## src/rtl/ysyx_23060096_writeback_pkg.sv

```systemverilog
// Shared definitions for the writeback stage: load size encodings, the
// architectural zero register index and the arbitrated result record.
package ysyx_23060096_writeback_pkg;

    localparam int WB_ADDR_W = 5;
    localparam int WB_DATA_W = 32;

    localparam logic [1:0] SZ_B = 2'd0;
    localparam logic [1:0] SZ_H = 2'd1;
    localparam logic [1:0] SZ_W = 2'd2;

    localparam int REG_ZERO = 0;

    typedef struct packed {
        logic                 wen;
        logic [WB_ADDR_W-1:0] rd;
        logic [WB_DATA_W-1:0] data;
    } wb_result_t;

endpackage

```

## src/rtl/ysyx_23060096_load_align.sv

```systemverilog
// Load response formatter: selects the byte/half lane addressed by the
// offset and sign- or zero-extends it to the full register width.
module ysyx_23060096_load_align
    import ysyx_23060096_writeback_pkg::*;
#(
    parameter int DATA_WIDTH = WB_DATA_W
) (
    input  logic [DATA_WIDTH-1:0] rdata,
    input  logic [1:0]            size,
    input  logic                  is_unsigned,
    input  logic [1:0]            offset,
    output logic [DATA_WIDTH-1:0] data
);

    logic [DATA_WIDTH-1:0] shifted_s;
    logic                  fill_s;

    // Lane select and extension; word and reserved sizes pass straight through.
    always_comb begin
        shifted_s = rdata;
        fill_s    = 1'b0;
        data      = rdata;
        case (size)
            SZ_B: begin
                shifted_s = rdata >> {offset, 3'b000};
                fill_s    = !is_unsigned && shifted_s[7];
                data      = {{(DATA_WIDTH-8){fill_s}}, shifted_s[7:0]};
            end
            SZ_H: begin
                // Halfword lanes are 16-bit aligned, so only offset[1] matters.
                shifted_s = rdata >> {offset[1], 4'b0000};
                fill_s    = !is_unsigned && shifted_s[15];
                data      = {{(DATA_WIDTH-16){fill_s}}, shifted_s[15:0]};
            end
            default: begin
                shifted_s = rdata;
                fill_s    = 1'b0;
                data      = rdata;
            end
        endcase
    end

endmodule

```

## src/rtl/ysyx_23060096_writeback.sv

```systemverilog
// Writeback stage: arbitrates EXU and LSU results (LSU first), registers the
// register-file write port and tracks in-flight load destinations for decode.
module ysyx_23060096_writeback
    import ysyx_23060096_writeback_pkg::*;
#(
    parameter int ADDR_WIDTH = WB_ADDR_W,
    parameter int DATA_WIDTH = WB_DATA_W
) (
    input  logic                  clk,
    input  logic                  rst,
    input  logic                  exu_valid,
    output logic                  exu_ready,
    input  logic                  exu_wen,
    input  logic [ADDR_WIDTH-1:0] exu_rd,
    input  logic [DATA_WIDTH-1:0] exu_data,
    input  logic                  lsu_valid,
    output logic                  lsu_ready,
    input  logic [ADDR_WIDTH-1:0] lsu_rd,
    input  logic [DATA_WIDTH-1:0] lsu_rdata,
    input  logic [1:0]            lsu_size,
    input  logic                  lsu_unsigned,
    input  logic [1:0]            lsu_offset,
    input  logic                  ld_issue,
    input  logic [ADDR_WIDTH-1:0] ld_issue_rd,
    input  logic [ADDR_WIDTH-1:0] q_ra,
    input  logic [ADDR_WIDTH-1:0] q_rb,
    output logic                  hazard_a,
    output logic                  hazard_b,
    output logic                  rf_wen,
    output logic [ADDR_WIDTH-1:0] rf_waddr,
    output logic [DATA_WIDTH-1:0] rf_wdata,
    output logic [31:0]           commit_cnt
);

    localparam int                    NREGS    = 1 << ADDR_WIDTH;
    localparam logic [ADDR_WIDTH-1:0] RD_ZERO  = ADDR_WIDTH'(REG_ZERO);
    localparam logic [WB_ADDR_W-1:0]  SEL_ZERO = WB_ADDR_W'(REG_ZERO);
    localparam logic [NREGS-1:0]      ONE_HOT0 = {{(NREGS-1){1'b0}}, 1'b1};

    logic                  lsu_fire_s;
    logic                  exu_fire_s;
    logic                  accept_s;
    logic [DATA_WIDTH-1:0] ld_data_s;
    wb_result_t            sel_s;
    logic [NREGS-1:0]      pending_r;
    logic [NREGS-1:0]      pending_nxt_s;
    logic [NREGS-1:0]      set_mask_s;
    logic [NREGS-1:0]      clr_mask_s;

    ysyx_23060096_load_align #(
        .DATA_WIDTH (DATA_WIDTH)
    ) u_load_align (
        .rdata       (lsu_rdata),
        .size        (lsu_size),
        .is_unsigned (lsu_unsigned),
        .offset      (lsu_offset),
        .data        (ld_data_s)
    );

    // Fixed-priority arbitration; neither ready looks at its own valid.
    always_comb begin
        lsu_ready = 1'b0;
        exu_ready = 1'b0;
        if (rst) begin
            lsu_ready = 1'b0;
            exu_ready = 1'b0;
        end else begin
            lsu_ready = 1'b1;
            exu_ready = !lsu_valid;
        end
    end

    assign lsu_fire_s = lsu_valid && lsu_ready;
    assign exu_fire_s = exu_valid && exu_ready;
    assign accept_s   = lsu_fire_s || exu_fire_s;

    // Select the winning result; load responses always request a write.
    always_comb begin
        sel_s = '0;
        if (lsu_fire_s) begin
            sel_s.wen  = 1'b1;
            sel_s.rd   = WB_ADDR_W'(lsu_rd);
            sel_s.data = WB_DATA_W'(ld_data_s);
        end else if (exu_fire_s) begin
            sel_s.wen  = exu_wen;
            sel_s.rd   = WB_ADDR_W'(exu_rd);
            sel_s.data = WB_DATA_W'(exu_data);
        end else begin
            sel_s = '0;
        end
    end

    // Register-file write port and commit counter.
    always_ff @(posedge clk) begin
        if (rst) begin
            rf_wen     <= 1'b0;
            rf_waddr   <= '0;
            rf_wdata   <= '0;
            commit_cnt <= 32'd0;
        end else if (accept_s) begin
            // x0 writes still commit but never reach the register file.
            rf_wen     <= sel_s.wen && (sel_s.rd != SEL_ZERO);
            rf_waddr   <= ADDR_WIDTH'(sel_s.rd);
            rf_wdata   <= DATA_WIDTH'(sel_s.data);
            commit_cnt <= commit_cnt + 32'd1;
        end else begin
            rf_wen     <= 1'b0;
        end
    end

    // Set is applied after clear so a same-edge issue to the same rd wins.
    assign clr_mask_s    = lsu_fire_s ? (ONE_HOT0 << lsu_rd) : '0;
    assign set_mask_s    = (ld_issue && (ld_issue_rd != RD_ZERO)) ? (ONE_HOT0 << ld_issue_rd) : '0;
    assign pending_nxt_s = ((pending_r & ~clr_mask_s) | set_mask_s) & ~ONE_HOT0;

    // Pending-load scoreboard.
    always_ff @(posedge clk) begin
        if (rst) begin
            pending_r <= '0;
        end else begin
            pending_r <= pending_nxt_s;
        end
    end

    // A register is unreadable while its load is in flight or its write is
    // still sitting in the output register.
    assign hazard_a = (q_ra != RD_ZERO) && (pending_r[q_ra] || (rf_wen && (rf_waddr == q_ra)));
    assign hazard_b = (q_rb != RD_ZERO) && (pending_r[q_rb] || (rf_wen && (rf_waddr == q_rb)));

endmodule

```

## config.mk

```make
export PLATFORM = sky130hd
export DESIGN_NAME = ysyx_23060096_writeback
export DESIGN_NICKNAME = d
export VERILOG_FILES = /design/src/rtl/ysyx_23060096_writeback_pkg.sv /design/src/rtl/ysyx_23060096_load_align.sv /design/src/rtl/ysyx_23060096_writeback.sv
export SDC_FILE = /design/constraint.sdc
export NUM_CORES = 1
export LEC_CHECK = 0
export ABC_AREA = 1
export BUFFER_PORTS_ARGS = -buffer_cell sky130_fd_sc_hd__clkbuf_2
export CAP_MARGIN = 20
export CORE_ASPECT_RATIO = 1.4
export CORE_MARGIN = 5
export CORE_UTILIZATION = 45
export CTS_BUF_LIST = sky130_fd_sc_hd__clkbuf_8
export DETAILED_ROUTE_END_ITERATION = 6
export PLACE_DENSITY = 0.84
export REMOVE_ABC_BUFFERS = 1
export SYNTH_ARGS = -nofsm -noshare
export SYNTH_HDL_FRONTEND = slang
export SYNTH_SLANG_ARGS = --single-unit
```

## constraint.sdc

```tcl
create_clock -name clk -period 1.4 [get_ports clk]
set_input_delay 0.28 -clock clk [delete_from_list [all_inputs] [get_ports clk]]
set_output_delay 0.28 -clock clk [all_outputs]
set_load 0.005 [all_outputs]
```

==> results list <==
- Termination of the worst setup path: hazard_a
- Tracing the worst setup path back leads to its startpoint at pending_r[29].
* Final WS setup: -0.389 ns
- In the routed layout, each cell is associated on average with a via count of 5.58.
* Number of top-level pins: 174
- Number of max-slew violations in the final report: 0
- Top-count cell post-synth: sky130_fd_sc_hd__nand2_1
- Post-Synthesis Cells: 1015
* Gp weighted congestion: 0.930
- Number of register bits inferred by synthesis: 101
- Measured along the x axis, the die boundary spans 111 um.
* Areal power density over the cells: 736 mW/mm^2
* Number of buffers inserted by hold repair at cts: 0
- Leading post-synthesis cells by instance count: 279 x sky130_fd_sc_hd__nand2_1, 108 x sky130_fd_sc_hd__nand3_1, 101 x sky130_fd_sc_hd__dfxtp_1
- The number of cells on the worst reg-to-reg path is 9.
* Half-perimeter wire length after placement: about 18000 um
- The die covers 0.0168 sq mm.
* Number of sinks handled by clock tree synthesis: 101
* Post-synthesis to final-layout area growth: 39.6%
* Total clock buffers created by CTS: 9
* Number of hold violations in the final report: 0
- Global-route wire length before repair: around 37000 um
- The detailed router used layers up to and including met4.
- Worst EP arrival: around 1.5 ns
- Post-synth ARST share: 0%
* Aggregate global routing overflow: 0
- CTS built an H-tree with a depth of 3.
* Slowest cell delay on critical path: 0.37 ns
- Across the whole layout, storage elements account for 0.00210 sq mm.
- sky130_fd_sc_hd__dfxtp_1 takes more of the synthesized area than any other cell.
- Final core utilization: 64.1%
* Layout Cell Area excl Fill: 0.00896 sq mm
- Share of final-layout standard cells stronger than drive strength 1: 39.5%
- Count of endpoints failing setup in the final report: 11
* Number of global-route vias before repair: 7775
- Routed wire per std cell: 16.8 um
* Buffers on Ports: ~170
- Worst VDD drop: around 0.52 mV
- Reported leakage power: 0.00427 uW
- Fraction of synthesized cell area taken by the top area cell type: 31.5%
* CTS clock-pin slew for the worst setup and hold paths: 0.11 ns
* Clock insertion delay at the later pin of the skew report: 0.40 ns
- The floorplan step set the die height to ~150 um.
- Timing would allow up to 0.559 GHz.
- Number of max-cap violations: 0
- Initial antenna violation count: 0
- Metal1 wirelength: between 8000 and 9000 um
- CP required: 1.12 ns
* Placeable Area: around 0.014 sq mm
* Worst flop-to-flop path startpoint: commit_cnt[16]
- Multi-input gate area: a little over 0.004 sq mm
- Pin count of the biggest net entering global routing: 49
- STA classifies the critical path endpoint as a primary output.
- Skew final: 0.0184 ns
* Non-Filler Instances: about 1500
- Maximum root-to-sink buffer count: 2
- After detailed placement, the total cell area comes to 0.00819 sq mm.
- The path class of the tightest hold or removal check is primary input to register.
* Violated checks: negative setup slack
- Count of flip-flops with a built-in enable after synthesis: 0
- Once the floorplan was initialized, standard cells occupied 45.9% of the core.
* Synth warn: 0
- Critical Path Fanout Max: 2
- Fin crit share: 128%
- Reg-to-reg critical path endpoint: commit_cnt[30]
* CP max stage cell: sky130_fd_sc_hd__dfxtp_2
- Wires add up to 24500 um.
- Met3 wirelength from detailed routing: between 1500 and 2000 um
- Netlist area before placement: 0.00642 sq mm
- At the pin with the least slew margin, the transition time is 0.405 ns.
* Overall power of the completed layout: 6590 uW
* Critical path type: register to primary output
* Number of distinct standard cells referenced by the synthesized netlist: 48
* Slack of the worst reg-to-reg path: -0.13 ns
* Unrepaired setup endpoints after global routing: true
- Root Driver: sky130_fd_sc_hd__clkbuf_8
- Clock tree from TritonCTS: built
* Total of fill cells in the finished design: 1207
- In the routed design, unresolved DRC markers number 0.
* Count of buffering cells on the critical path with inverters included: 3
- The share of the Yosys chip area taken by registers is 31.5%.
- Slew HR: roughly 73%
- For the finished layout, the period the worst path requires is roughly 1.8 ns.
- First-iteration detailed-routing DRC count: 519
- The run finished, with violations left.
- Number of optimization iterations in the first detailed-route pass: 5
- The worst setup path is launched from a register.
* Layout Nets: around 1400
- Total inserted antenna cells: 0
* Most used DFF post-synth: sky130_fd_sc_hd__dfxtp_1
- Ranked by total cell area, the synthesized netlist is headed by sky130_fd_sc_hd__dfxtp_1 32%, sky130_fd_sc_hd__nand2_1 16%, sky130_fd_sc_hd__nand3_1 8.4%, sky130_fd_sc_hd__a21oi_1 7.3%, sky130_fd_sc_hd__o21ai_0 4.9%.
* Logic depth of the worst setup path including buffers: 11
* Average cell area after synthesis: between 6 and 7 sq um
* Met2 layer wire length in the routed design: roughly 12000 um
* Count of placed standard cells including taps: around 1400
* Total number of vias: 8160
- In the global route stage, overall resource usage came out at between 20% and 30%.
- Final antenna-violating net count: 0
- Number of rows created at floorplan: 51
- Traced cell by cell, the critical path runs through inv_2, nand2_1, nand3_1, nand3_1, nand3_1, nand2_1, nand2_1, nand3_1, nand2_1, inv_1, buf_2.
- Grouping stages by cell kind, the critical path spends the most delay in simple AND/OR/NAND/NOR gates.
## timing repair
item | CTS | global route
endpoints found under the setup margin | 17 | 25
pin swaps | 17 | 54
gates resized for setup | 72 | 123
buffers inserted | 5 | 5
## final cells by class
| type | instances | share of cell area [%] |
|---|---|---|
| inverters | 94 | 4.13 |
| multi-input cells | 765 | 45.7 |
| clock buffers | 10 | 1.54 |
| flip-flops and latches | 101 | 23.5 |
| well taps | 185 | 2.58 |
| clock inverters | 6 | 0.964 |
| repair buffers | 301 | 21.6 |
## routing by layer
| layer | GRT usage (%) | up-vias |
|---|---|---|
| li1 | - | 3901 |
| met1 | 29.1 | 3716 |
| met2 | 48.8 | 424 |
| met3 | 4.44 | 119 |
| met4 | 17.3 | 0 |
| met5 | 0 | - |
## worst min path at each step
stage,slack [ns],end,start,cells past startpoint
CTS,0.13,rf_wdata[3],exu_data[3],3
detailed placement,0.47,pending_r[22],pending_r[22],2
floorplan,0.34,commit_cnt[14],rst,1
global route,0.15,rf_wdata[2],exu_data[2],3
global placement,0.46,pending_r[16],pending_r[16],2
finish,0.13,rf_wdata[4],exu_data[4],3
## state kept, by name, summed over array words and instances, names as in the netlist
signal / cells
rf_waddr: 5
pending_r: 31
commit_cnt: 32
rf_wen: 1
rf_wdata: 32
## cells in the final DEF (no fill, tap or decap), types with 10 or more instances in the layout
master                     netlist  routed
sky130_fd_sc_hd__nand4_1        19      19
sky130_fd_sc_hd__dfxtp_1       101      50
sky130_fd_sc_hd__buf_4           3     113
sky130_fd_sc_hd__clkbuf_2        1     170
sky130_fd_sc_hd__a21oi_1        94      93
sky130_fd_sc_hd__inv_2           4      34
sky130_fd_sc_hd__buf_6           3      12
sky130_fd_sc_hd__nand3_2         3      13
sky130_fd_sc_hd__dfxtp_2         0      44
sky130_fd_sc_hd__nand2_1       279     257
sky130_fd_sc_hd__inv_1          84      51
sky130_fd_sc_hd__nand3_1       108      96
sky130_fd_sc_hd__a22o_1         24      24
sky130_fd_sc_hd__nor2_1         84      64
sky130_fd_sc_hd__nand2_2         5      22
sky130_fd_sc_hd__clkbuf_8        0      10
sky130_fd_sc_hd__o21ai_0        63      60
sky130_fd_sc_hd__o211ai_1       10      10
sky130_fd_sc_hd__nor2_2          4      17
## metrics by stage
| step | setup TNS [ns] | hold slack (ns) | setup WS, ns |
|---|---|---|---|
| 6_report | -1.12 | 0.131 | -0.389 |
| 2_1_floorplan | -1.72 | 0.342 | -0.149 |
| 3_3_place_gp | -4.54 | 0.457 | -0.207 |
| 4_1_cts | -0.766 | 0.128 | -0.390 |
| 5_1_grt | -2.50 | 0.146 | -0.510 |
| 3_5_place_dp | -5.24 | 0.465 | -0.205 |
## where the power goes
group	total (uW)	switching (uW)	internal (uW)
sequential	3040	73.9	2960
clock	2160	1110	1050
combinational	1390	792	599
## cells by family after synthesis
family          synth area share [%]
simple gates                    38.4
xor+xnor                       0.819
fa+ha+maj                      0.195
compound gates                  19.1
buf+inv                         9.96
flops                           31.5
## worst reg2reg max path, delay by kind of cell (launching register included)
family          cells  cell delay (ns)
simple gates        7             0.88
flops               1             0.37
buf+inv             1             0.09
compound gates      1             0.05
(Power assumes the default switching activity.)
